[config.mk]
export PLATFORM = sky130hd
export DESIGN_NAME = fence_flush_seq
export DESIGN_NICKNAME = d
export VERILOG_FILES = /design/src/rtl/fence_flush_pkg.sv /design/src/rtl/fence_flush_seq_watchdog.sv /design/src/rtl/fence_flush_seq.sv
export SDC_FILE = /design/constraint.sdc
export NUM_CORES = 1
export LEC_CHECK = 0
export BUFFER_PORTS_ARGS = -buffer_cell sky130_fd_sc_hd__buf_2
export CAP_MARGIN = 25
export CORE_AREA = 2 2 39 41
export CTS_BUF_LIST = sky130_fd_sc_hd__clkbuf_8 sky130_fd_sc_hd__clkbuf_16
export DETAILED_ROUTE_END_ITERATION = 10
export DIE_AREA = 0 0 41 43
export PLACE_DENSITY_LB_ADDON = 0.12
export SLEW_MARGIN = 10
export SYNTH_ARGS = -nofsm -noshare
export SYNTH_HDL_FRONTEND = slang
export SYNTH_SLANG_ARGS = --single-unit
[constraint.sdc]
create_clock -name clk_i -period 2.3 [get_ports clk_i]
set_input_delay 0.115 -clock clk_i [delete_from_list [all_inputs] [get_ports clk_i]]
set_output_delay 0.115 -clock clk_i [all_outputs]
set_load 0.02 [all_outputs]
[src/rtl/fence_flush_pkg.sv]
// Shared types and the mode-vector decode for the fence/flush sequencer.
package fence_flush_pkg;

  localparam int unsigned MaxChannels = 8;

  typedef enum logic [1:0] {
    KindFence    = 2'd0,
    KindFenceI   = 2'd1,
    KindFlushAll = 2'd2,
    KindRsvd     = 2'd3
  } fence_kind_e;

  typedef enum logic [1:0] {
    ModeNone       = 2'd0,
    ModeFlush      = 2'd1,
    ModeInval      = 2'd2,
    ModeFlushInval = 2'd3
  } chan_mode_e;

  typedef enum logic [1:0] {
    StIdle  = 2'd0,
    StDrain = 2'd1,
    StWait  = 2'd2,
    StDone  = 2'd3
  } state_e;

  // Per-channel 2-bit modes; a channel in both masks gets the union of both actions.
  function automatic logic [2*MaxChannels-1:0] calc_modes(
    input fence_kind_e            kind,
    input logic [MaxChannels-1:0] d_mask,
    input logic [MaxChannels-1:0] i_mask,
    input logic                   flush_on_fence,
    input logic                   inval_on_flush
  );
    logic [2*MaxChannels-1:0] modes;
    logic [1:0]               d_mode;
    logic [1:0]               m;
    modes  = '0;
    d_mode = inval_on_flush ? ModeFlushInval : ModeFlush;
    for (int i = 0; i < MaxChannels; i++) begin
      m = ModeNone;
      unique case (kind)
        KindFlushAll: m = ModeFlushInval;
        KindFenceI: begin
          if (d_mask[i]) m = m | d_mode;
          if (i_mask[i]) m = m | ModeInval;
        end
        default: begin
          if (d_mask[i] && flush_on_fence) m = d_mode;
        end
      endcase
      modes[2*i +: 2] = m;
    end
    return modes;
  endfunction

endpackage

[src/rtl/fence_flush_seq_watchdog.sv]
// Saturating watchdog counter for the fence sequencer.
module fence_watchdog #(
  parameter int unsigned Limit    = 16,
  parameter int unsigned CntWidth = 5
) (
  input  logic clk_i,
  input  logic rst_i,
  input  logic clear_i,
  input  logic en_i,
  output logic expired_o
);

  localparam logic [CntWidth-1:0] LimitC = CntWidth'(Limit);

  logic [CntWidth-1:0] cnt_q, cnt_d;

  // The accept cycle counts as the first elapsed cycle, so done lands Limit cycles after accept.
  always_comb begin
    cnt_d = cnt_q;
    if (clear_i) begin
      cnt_d = CntWidth'(1);
    end else if (en_i && (cnt_q != LimitC)) begin
      cnt_d = cnt_q + 1'b1;
    end
  end

  always_ff @(posedge clk_i or posedge rst_i) begin
    if (rst_i) begin
      cnt_q <= '0;
    end else begin
      cnt_q <= cnt_d;
    end
  end

  assign expired_o = en_i && (cnt_q >= (LimitC - 1'b1));

endmodule

[src/rtl/fence_flush_seq.sv]
// Fence/flush sequencer: drains the store buffer, then handshakes flush/invalidate with N caches.
module fence_flush_seq
  import fence_flush_pkg::*;
#(
  parameter int unsigned           NrChannels        = 2,
  parameter logic [NrChannels-1:0] DChanMask         = 'b01,
  parameter logic [NrChannels-1:0] IChanMask         = 'b10,
  parameter bit                    FlushOnFence      = 1'b1,
  parameter bit                    InvalidateOnFlush = 1'b0,
  parameter int unsigned           TimeoutCycles     = 0,
  parameter int unsigned           CntWidth          =
      (TimeoutCycles > 0) ? $clog2(TimeoutCycles + 1) : 1
) (
  input  logic                    clk_i,
  input  logic                    rst_i,
  input  logic                    req_valid_i,
  output logic                    req_ready_o,
  input  logic [1:0]              req_kind_i,
  input  logic                    sb_empty_i,
  output logic [NrChannels-1:0]   chan_req_o,
  output logic [2*NrChannels-1:0] chan_mode_o,
  input  logic [NrChannels-1:0]   chan_ack_i,
  output logic                    busy_o,
  output logic                    done_o,
  output logic                    timeout_o
);

  state_e                  state_q, state_d;
  logic [2*NrChannels-1:0] mode_q, mode_d;
  logic [NrChannels-1:0]   pending_q, pending_d;
  logic                    timeout_q, timeout_d;

  logic [MaxChannels-1:0]   d_mask_ext, i_mask_ext;
  logic [2*MaxChannels-1:0] mode_all;
  logic [2*NrChannels-1:0]  mode_sel;
  logic [NrChannels-1:0]    load_mask;
  logic                     wd_clear, wd_en, wd_expired;

  always_comb begin
    d_mask_ext                 = '0;
    i_mask_ext                 = '0;
    d_mask_ext[NrChannels-1:0] = DChanMask;
    i_mask_ext[NrChannels-1:0] = IChanMask;
    mode_all = calc_modes(fence_kind_e'(req_kind_i), d_mask_ext, i_mask_ext,
                          FlushOnFence, InvalidateOnFlush);
    mode_sel = mode_all[2*NrChannels-1:0];
    for (int i = 0; i < NrChannels; i++) begin
      load_mask[i] = |mode_q[2*i +: 2];
    end
  end

  always_comb begin
    state_d     = state_q;
    mode_d      = mode_q;
    pending_d   = pending_q;
    timeout_d   = timeout_q;
    req_ready_o = 1'b0;
    wd_clear    = 1'b0;
    wd_en       = 1'b0;
    chan_req_o  = '0;
    chan_mode_o = '0;
    unique case (state_q)
      StIdle: begin
        req_ready_o = 1'b1;
        if (req_valid_i) begin
          mode_d    = mode_sel;
          pending_d = '0;
          timeout_d = 1'b0;
          wd_clear  = 1'b1;
          state_d   = StDrain;
        end
      end
      StDrain: begin
        wd_en = 1'b1;
        // An empty request set completes normally even if the watchdog fires this cycle.
        if (sb_empty_i && (load_mask == '0)) begin
          state_d = StDone;
        end else if (wd_expired) begin
          timeout_d = 1'b1;
          state_d   = StDone;
        end else if (sb_empty_i) begin
          pending_d = load_mask;
          state_d   = StWait;
        end
      end
      StWait: begin
        wd_en      = 1'b1;
        chan_req_o = pending_q;
        for (int i = 0; i < NrChannels; i++) begin
          chan_mode_o[2*i +: 2] = pending_q[i] ? mode_q[2*i +: 2] : 2'b00;
        end
        pending_d = pending_q & ~chan_ack_i;
        if (pending_d == '0) begin
          state_d = StDone;
        end else if (wd_expired) begin
          pending_d = '0;
          timeout_d = 1'b1;
          state_d   = StDone;
        end
      end
      StDone: begin
        pending_d = '0;
        state_d   = StIdle;
      end
      default: state_d = StIdle;
    endcase
  end

  always_ff @(posedge clk_i or posedge rst_i) begin
    if (rst_i) begin
      state_q   <= StIdle;
      mode_q    <= '0;
      pending_q <= '0;
      timeout_q <= 1'b0;
    end else begin
      state_q   <= state_d;
      mode_q    <= mode_d;
      pending_q <= pending_d;
      timeout_q <= timeout_d;
    end
  end

  if (TimeoutCycles > 0) begin : g_wd
    fence_watchdog #(
      .Limit    (TimeoutCycles),
      .CntWidth (CntWidth)
    ) u_watchdog (
      .clk_i     (clk_i),
      .rst_i     (rst_i),
      .clear_i   (wd_clear),
      .en_i      (wd_en),
      .expired_o (wd_expired)
    );
  end else begin : g_no_wd
    assign wd_expired = wd_en & wd_clear & 1'b0;
  end

  assign busy_o    = (state_q != StIdle);
  assign done_o    = (state_q == StDone);
  assign timeout_o = done_o & timeout_q;

  a_req_rise_only_on_drain_exit : assert property (@(posedge clk_i) disable iff (rst_i)
    ((chan_req_o & ~$past(chan_req_o)) != '0) |-> ($past(state_q) == StDrain && state_q == StWait));

  a_done_single_pulse : assert property (@(posedge clk_i) disable iff (rst_i)
    done_o |=> !done_o);

endmodule

-- Yosys cells after proc, flatten, opt, wreduce, memory -nomap -nowiden
Index checks and enable logic that the tools add are counted.
- input bits: 8
- register bits after elaboration: 8
- output and inout port bits: 10
- word-level logic and storage cells: 41
- bitwise operators: 2
- equality and inequality tests: 10
- multiplexer cells: 16
- reduce and logical (&&, ||, !) cells: 10
- operators with widths (kind ; count):
    two-way mux 2 bit ; 11
    one-hot mux 2 bit (4 select lines) ; 2
    != test 2 bit, second input constant ; 4
    equality test 2 bit, second input constant ; 3
    logical NOT 2 bit ; 3
    AND reduction 3 bit ; 2
    equality test 2 x 1 -> 1 bit, second input constant ; 2
    two-way mux 4 bit ; 1
    one-hot mux 2 bit (2 select lines) ; 1
    OR reduction 2 bit ; 2
    != test 3 bit, second input constant ; 1
    AND 2 bit ; 1
    NOT 2 bit ; 1
    AND reduction 2 bit ; 1
    nonzero test 2 bit ; 1
    logical AND 1 bit ; 1
    two-way mux 1 bit ; 1

-- Logic depth before layout (Yosys ltp)
Gate-level depths: netlist (run 1).
- word-level depth: 5
- gate-level depth with buffers: 6
- gate-level depth less buffers: 6

-- Least setup slack after synthesis (run 1)
No wires, ideal clock.
- path type: flip-flop to flip-flop
- start: reg state_q[0]
- end: reg pending_q[1]
- library setup time: 0.127 ns
- data required time: 2.173 ns
- period minus slack after synthesis: 1.695 ns
- buffers on the path: 0
- stages on the path, launching flop included: 7
- slack: 0.605 ns
- arrival: 1.567 ns
- cells stage by stage: dfrtp_1 inv_1 ha_1 inv_1 a2bb2oi_2 nand2_1 mux2_1
- longest elaborated chain between the ends: 3
- elaborated cells between the ends (all ways): 9
- those cells by class: eq/ne (6); mux (1); reduce/logical (2)
- ends and longest elaborated chain (what ; line ; RTL):
    from (decl) ; fence_flush_seq.sv:28 ; state_e state_q, state_d;
    from (signal assigned) ; fence_flush_seq.sv:111 ; state_q <= StIdle;
    from (signal assigned) ; fence_flush_seq.sv:116 ; state_q <= state_d;
    equality test 2 x 1 -> 1 bit or logical NOT 2 bit (tied branches) ; fence_flush_seq.sv:62 ; unique case (state_q)
    != test 2 bit (no line) ; - ;
    AND reduction 3 bit (no line) ; - ;
    to (signal assigned) ; fence_flush_seq.sv:118 ; pending_q <= pending_d;
    to (decl) ; fence_flush_seq.sv:30 ; logic [NrChannels-1:0] pending_q, pending_d;
Several ways; a longest one is shown, not always the timed one.
A chain may end at the register's enable or synchronous reset.

-- Worst setup path in the final report (run 1)
- start: reg state_q[1]
- end: reg pending_q[1]
Same word-level chain as after synthesis.

==> run summary, run 1 <==
The flow ran to the end, and the final reports show no timing, DRC or antenna violations. The initial utilization of the core area, before any placement, comes to 35.9%. After clock tree synthesis, the clock-pin slew on the worst setup and hold paths is 40 ps. Signal routing reaches up to met4. For the number of remaining DRC errors, the log shows 0.

The run gives 9 as the largest net degree at the start of global routing. The cell area after synthesis was 497 sq um; the half-perimeter wire length after placement was 821 microns. Worst supply voltage drop on vdd: 0.632 mV. At the end of the flow, the number of nets in the layout was 88. The run gives 66 microns as the met3 routed wirelength. Summed over all cells, the static leakage comes to 0.369 nW. The post-synthesis instance total was 53. The run gives 0 as the number of setup violations in the final report.

The logs give 0 for the initial antenna violation count and 0.00176 sq mm for the die footprint. In the final layout, the share of cells above drive strength 1 is 32.9%. In the post-synthesis netlist, the biggest area contributors are dfrtp_1, ha_1, inv_1, nand2_1, o21ai_0. The most common flop cell mapped by yosys was dfrtp_1.

Number of hold-slack violations in the final timing report: 0. For the finished layout, the period the worst path requires is 1810 ps. In this run the horizontal extent of the chip is 41 microns. In this run the cell area measured after placement is 589 sq um. Global routing finished with a remaining overflow of 0.

The number of buffers added to fix hold violations after cts is 1. The overall routing resource usage was 14.4%. The count of cells in the finished layout, fillers not included, comes to 89. In this run the worst path has a maximum fanout of 4.

Yosys mapped a number of flops with a built-in enable equal to 0. The area added between synthesis and finish was 29.7%; the floorplan row count was 14. In the detailed route, the total length drawn on met2 is 434 microns. Number of unique standard cell types used by synthesis: 25.

The number of detailed-route iterations in the first pass was 4; the total of cells resized after clock tree synthesis was 0. The placeable core area is 0.00138 sq mm. The clock share of power was 21.1%; the final period utilization was 78.7%. The data required time of the worst path was 2400 ps; the post-synthesis sequential element count was 7.

Setup repair after global routing left no endpoint under its margin. For the overall routed net length, the log shows 1050 microns. The tools report the count of final max-slew check failures as 0. Overall power consumption after layout is estimated at 782 uW.

Buffers placed on the I/O ports in this run total 16. The commonest cells after synthesis are dfrtp_1, inv_1, ha_1, nand2_1, o21ai_0. For the arrival time at the worst endpoint, the log shows 1910 ps.

dfrtp_1 takes more of the synthesized area than any other cell. The reported net switching power was 325 uW. A synthesized cell averages 9.37 sq um.

The clock sink count was 7; the post-synthesis net count was 67. The share of synthesized area in the top cell type comes to 35.3%. The worst path meets setup with 489 ps of slack.

The first routing iteration left 14 violations. Derived from the worst setup path, the maximum achievable clock frequency is 0.552 GHz. The part of the total power dissipated in combinational logic was 50.4%. The clock latency reported for the late side of the worst-skew pair was 220 ps.

The number of antenna cells inserted was 0; the internal power consumption was 456 uW. At the placement stage, the worst setup path has a slack of 506 ps. At the end of routability-driven placement, the weighted congestion stood at 0.845. Dividing the detail-routed wire length by the instance count gives 11.8 microns.

The tools report the endpoint kind of the worst setup timing path as a flop. Dividing total power by cell area gives a power density of 1210 mW/mm^2. Number of levels the H-tree was split into: 1. Max-cap violations in this run came to 0. The setup check on the worst reg-to-reg path leaves a slack of 490 ps. In the synthesized netlist the async set-or-reset flop fraction comes to 100%.

Sequential elements use 35.3% of the synthesized area. The tree is rooted in a clkbuf_8. Adding up every negative setup slack in the final design gives 0 ps. The total of warnings raised by yosys is 0, and the placed cell count is 84. The per-cell via count in the routed design is 4.96.

Kind of start point of the critical path: a flop. The number of primary I/O pins is 18, and the maximum clock path buffer count is 2. For this run, the share of the core covered by cells in the final layout is 46.6%. Sequential cells burn 28.5% of the power.

Detailed routing inserted a total of 441 vias. After detailed routing, the wire length on met1 is 539 microns. Once detail routing completed, the nets flagged for antenna violations numbered 0.

Overall die height: 43 microns. The class of the tightest hold or removal check was input pin to flop. Counting the buffers created by CTS gives 3. The run gives 1730 microns as the first-pass GRT wire length. Between clock sinks in the finished design, the worst skew comes to 4.68 ps. The final hold slack is 195 ps. The switching portion of total power came out at 41.6%.

The type of the worst setup path is flop to flop. The run gives 391 as the via count of the first global-routing pass. TritonCTS built the clock tree. The finished cells cover 644 sq um. Buffers added to address setup during post-CTS repair amount to 0.
-- registers in the layout, summed over array words and instances, names as in the netlist --
| signal | count |
|---|---|
| pending_q | 2 |
| mode_q | 3 |
| state_q | 2 |
-- power groups by stage --
stage	clock, mW	sequential [mW]	combinational [mW]
finish	0.165	0.223	0.394
floorplan	0	0.208	0.302
CTS	0.171	0.223	0.392
global placement	0	0.224	0.390
global route	0.181	0.232	0.438
detailed placement	0	0.225	0.388
-- metal layers --
metal / vias to the layer above / GRT usage [%]
met5: - / 0
met4: 0 / 6.00
met1: 201 / 21.8
met3: 2 / 3.14
met2: 14 / 19.1
li1: 224 / -
-- worst paths after layout --
| path | from | endpoint | cells past startpoint |
|---|---|---|---|
| worst max-delay path | state_q[1] | pending_q[1] | 6 |
| worst min-delay path | req_kind_i[1] | mode_q[3] | 3 |
| worst max register to register | state_q[1] | pending_q[1] | 6 |
| worst min register to register | mode_q[0] | mode_q[0] | 1 |
| max in group asynchronous | rst_i | pending_q[1] | 3 |
| min in group asynchronous | rst_i | state_q[0] | 3 |
-- layout by cell type (no fill, tap or decap), types with 2 or more instances in the layout --
cell      count
and3_1        3
nor2b_1       2
ha_1          6
o21ai_0       4
inv_1         8
clkbuf_8      3
nand2_1       6
buf_2        16
dfrtp_1       7
-- logic make-up (layout without fill, tap and decap cells) --
kind of cell	Yosys count	count (layout)	synth area share (%)
buf+inv	8	28	6.80
simple gates	17	17	20.4
mux	2	2	4.53
other cells	1	1	0.755
flops	7	7	35.3
fa+ha+maj	6	6	15.1
compound gates	12	12	17.1
-- critical path, stage by stage (launching register included) --
cell and delay [ps]:
dfrtp_1 410, inv_1 130, ha_1 240, nand2_1 70
or4_4 420, nand2_1 100, mux2_1 310
-- final cells by class --
class,count,area (sq um)
fill,142,739
sequential,7,175
inverter,7,26.3
tap,16,20.0
timing repair buffer,17,90.1
multi-input combinational,38,288
clock inverter,1,3.75
clock buffer,3,41.3
(Power assumes the default switching activity.)
==> run 2, diff against run 1 <==
--- a/config.mk
+++ b/config.mk
@@ -5,6 +5,7 @@
 export SDC_FILE = /design/constraint.sdc
 export NUM_CORES = 1
 export LEC_CHECK = 0
+export ABC_AREA = 1
 export BUFFER_PORTS_ARGS = -buffer_cell sky130_fd_sc_hd__buf_2
 export CAP_MARGIN = 25
 export CORE_AREA = 2 2 39 41
==> constraint.sdc (replaced) <==
create_clock -name clk_i -period 1.6 [get_ports clk_i]
set_input_delay 0.08 -clock clk_i [delete_from_list [all_inputs] [get_ports clk_i]]
set_output_delay 0.08 -clock clk_i [all_outputs]
set_load 0.02 [all_outputs]
==> run summary, run 2 <==
The count of nets left with antenna violations after detail routing is 0 (unchanged). Power density over cell area: 1650 mW/mm^2 (+36%). The per-cell via count in the routed design was 4.25 (-14%).

The first-pass GRT wire length was 1510 microns (-12%); the post-synthesis instance total was 72 (+36%). The tools report the worst flop-to-flop path endpoint as state_q[0]. The number of setup violations in the final report came out at 0 (unchanged).

The post-CTS clock slew at the launch and capture registers of the worst setup and hold paths works out to 40 ps (about the same). In the final layout, the registers with the most flip-flops are mode_q: 3 flops, pending_q: 2 flops, state_q: 2 flops. The setup path with the least slack is of type flop to output pin. The tools report the via total after detailed routing as 459 (+4.1%). The run gives 676 sq um (+4.9%) as the post-route cell area. By count the netlist is led by nand2_1, inv_1, nor2_1. Final period utilization: 90.1%. STA classifies the critical path endpoint as an output pin.

The shortest period the worst path allows works out to 1440 ps. Leading cell type in the layout, fill and taps excluded: nand2_1. Final weighted congestion in routability-driven placement: 0.699 (-17%).

The number of buffers inserted by port buffering works out to 16 (unchanged). The number of unique standard cell types used by synthesis was 17 (-32%); the post-layout net count was 107 (+22%). The tools report the register-to-register path setup slack as 220 ps (-270 ps). The switching portion of total power was 44.6% (+2.9 points); the part of the total power dissipated in combinational logic was 51.0% (+0.6 points).

The run finished with clean final reports. The fraction of layout instances using a drive strength above 1 is 32.6% (-0.27 points), and the total placed instance area is 619 sq um (+5.1%). Area added between synthesis and finish: 28.3%.

TritonCTS built the clock tree. The number of enable-type register cells in the synthesized netlist works out to 0 (unchanged). In the layout the commonest cells are nand2_1, buf_2, inv_1. The hold path depth was 3 (unchanged); the sequential element share of the synthesized area was 33.3% (-2.0 points). For the clock sink count, the log shows 7 (unchanged). The synthesized area per cell came out at 7.32 sq um (-22%). For this run, the leading register cell type out of synthesis is dfrtp_1.

The run gives 0.426 nW (+15%) as the leakage power figure. The root buffer cell chosen for the clock tree is clkbuf_8. For the count of final max-slew check failures, the log shows 0 (unchanged).

For the floorplan row count, the log shows 14 (unchanged). The total of warnings raised by yosys is 0 (unchanged). The number of buffers created by CTS is 3 (unchanged). The run gives 0 (unchanged) as the number of hold-slack violations in the final timing report.

In this run the critical register-to-register path is launched from state_q[0]. The tools report the setup slack after placement as 191 ps (-315 ps). The minimum setup slack in the final design is 158 ps (-331 ps), and the number of flip-flops under the largest register name is 3 (unchanged). The clock latency reported for the late side of the worst-skew pair is 230 ps (about the same), and the post-synthesis sequential element count is 7 (unchanged). The die footprint was 0.00176 sq mm (unchanged); the largest net degree at the start of global routing was 8 (-1). Yosys attributes the largest share of cell area to dfrtp_1, ha_1, nand2_1, inv_1, nor2_1.

For the cell area after synthesis, the log shows 527 sq um (+6.0%). Destination of the worst hold path: mode_q[3]. The run gives 1 (unchanged) as the number of levels the H-tree was split into.

For the overall routed net length, the log shows 984 microns (-6.0%). The number of primary I/O pins was 18 (unchanged); the starting utilization of the core area was 38.1% (+2.2 points). The launch point of the worst hold path is req_kind_i[1].

The tools report the maximum clock path buffer count as 2 (unchanged). The run gives 0 (unchanged) as the number of antenna cells inserted. Kind of start point of the critical path: a flop. The placeable core area was 0.00138 sq mm (unchanged); the path depth of the worst reg2reg path was 8 (+2).

Timing would allow up to 0.693 GHz. Number of detailed-route iterations in the first pass: 4 (unchanged). The number of design-rule violations left by the first detailed-router iteration is 8 (-6).

The tools report the half-perimeter wire length after placement as 822 microns (about the same). The logs give 3.72 ps (-0.951 ps) for the setup skew after layout and 0.868 mV (+37%) for the worst supply voltage drop on vdd. The worst hold path belongs to the class input pin to flop. The number of remaining DRC errors came out at 0 (unchanged).

The post-synthesis net count came out at 86 (+28%). The tools report the accumulated negative setup slack as 0 ps (unchanged). By instance count, the leading cell after synthesis is nand2_1.

The run gives 27.1% (-1.4 points) as the fraction of power consumed by sequential logic. The count of non-filler cells in the finished layout was 108 (+21%). Setup repair after global routing left no endpoint under its margin. The proportion of netlist area held by the largest area contributor came out at 33.3% (-2.0 points).

The total grt overflow is 0 (unchanged), and the arrival time at the worst endpoint is 1360 ps (-550 ps). Summed over all instances, the cell type with the most area after synthesis is dfrtp_1. Maximum fanout encountered on the critical timing path: 5 (+1). The horizontal die dimension works out to 41 microns (unchanged). The run gives 619 uW (+36%) as the internal power consumption.

The max-cap violation count was 0 (unchanged). The async set or reset register ratio after synthesis was 100% (unchanged). Data required time of the worst path: 1520 ps (-880 ps). For the initial antenna violation count, the log shows 0 (unchanged). The overall die height works out to 43 microns (unchanged). The run gives 103 (+23%) as the placed cell count. Overall routing resource usage: 13.1% (-1.3 points). The clock share of power came out at 22.0% (+0.9 points).

Register containing the most flip-flops in the final layout: mode_q. The detailed-route wire length per cell works out to 9.11 microns (-23%). The run gives 374 (-4.3%) as the via count of the first global-routing pass. The tools report the reported net switching power as 497 uW (+53%).
run 2: critical path, cell delays in order, from the launching register on:
cell and delay, ps:
dfrtp_1 420, inv_1 120, ha_1 200, nand2_1 130, nor2_1 100, buf_2 170
run 2: repair_timing:
action / CTS / global route
hold endpoints to repair: 7 / 0
resized for setup: 0 / 0
buffers inserted: 0 / 0
hold buffers: 1 / 0
run 2: per-stage QoR:
| step | hold WS (ps) | total power, mW | util [%] |
|---|---|---|---|
| 2_1_floorplan | -117 | 0.747 | - |
| 3_3_place_gp | 37.7 | 0.884 | 44.8 |
| 3_5_place_dp | 29.9 | 0.882 | 44.8 |
| 4_1_cts | 157 | 1.14 | 48.8 |
| 5_1_grt | 193 | 1.24 | 48.8 |
| 6_report | 159 | 1.12 | 48.8 |
run 2: power groups by stage:
stage                     logic (mW)  registers (mW)  clock network [mW]
after floorplan                0.456           0.291                   0
after global placement         0.578           0.306                   0
after detailed placement       0.577           0.304                   0
after CTS                      0.581           0.303               0.257
after global routing           0.657           0.316               0.267
final                          0.569           0.302               0.245
run 2: routing by layer:
| layer | wire [microns] | global-route usage, % | vias up |
|---|---|---|---|
| met5 | 0 | 0 | - |
| met4 | 0 | 8.00 | 0 |
| met3 | 36 | 3.14 | 0 |
| met2 | 425 | 16.3 | 12 |
| met1 | 523 | 19.5 | 194 |
| li1 | - | - | 253 |
run 2: layout make-up:
cell class / instances / area (sq um)
inverters: 15 / 56.3
fillers: 144 / 708
well taps: 16 / 20.0
repair buffers: 17 / 90.1
multi-input cells: 49 / 288
flip-flops and latches: 7 / 175
clock inverters: 1 / 5.00
clock buffers: 3 / 41.3
run 2: logic make-up (layout without fill, tap and decap cells):
group | Yosys count | count (layout) | synth area share [%]
other | 1 | 1 | 0.712
buffers and inverters | 16 | 36 | 12.1
AND/OR/NAND/NOR | 35 | 35 | 31.1
adder cells (fa/ha/maj) | 6 | 6 | 14.3
AO/OA/AOI/OAI | 7 | 7 | 8.55
flip-flops | 7 | 7 | 33.3
run 2: worst max path at each step:
stage | from | end | depth (start not counted) | slack [ps]
floorplan | state_q[0] | pending_q[0] | 8 | 270
global placement | state_q[0] | state_q[0] | 8 | 180
detailed placement | state_q[0] | state_q[0] | 8 | 190
CTS | state_q[0] | chan_mode_o[3] | 5 | 130
global route | state_q[0] | chan_mode_o[3] | 5 | 40
finish | state_q[0] | chan_mode_o[3] | 5 | 160
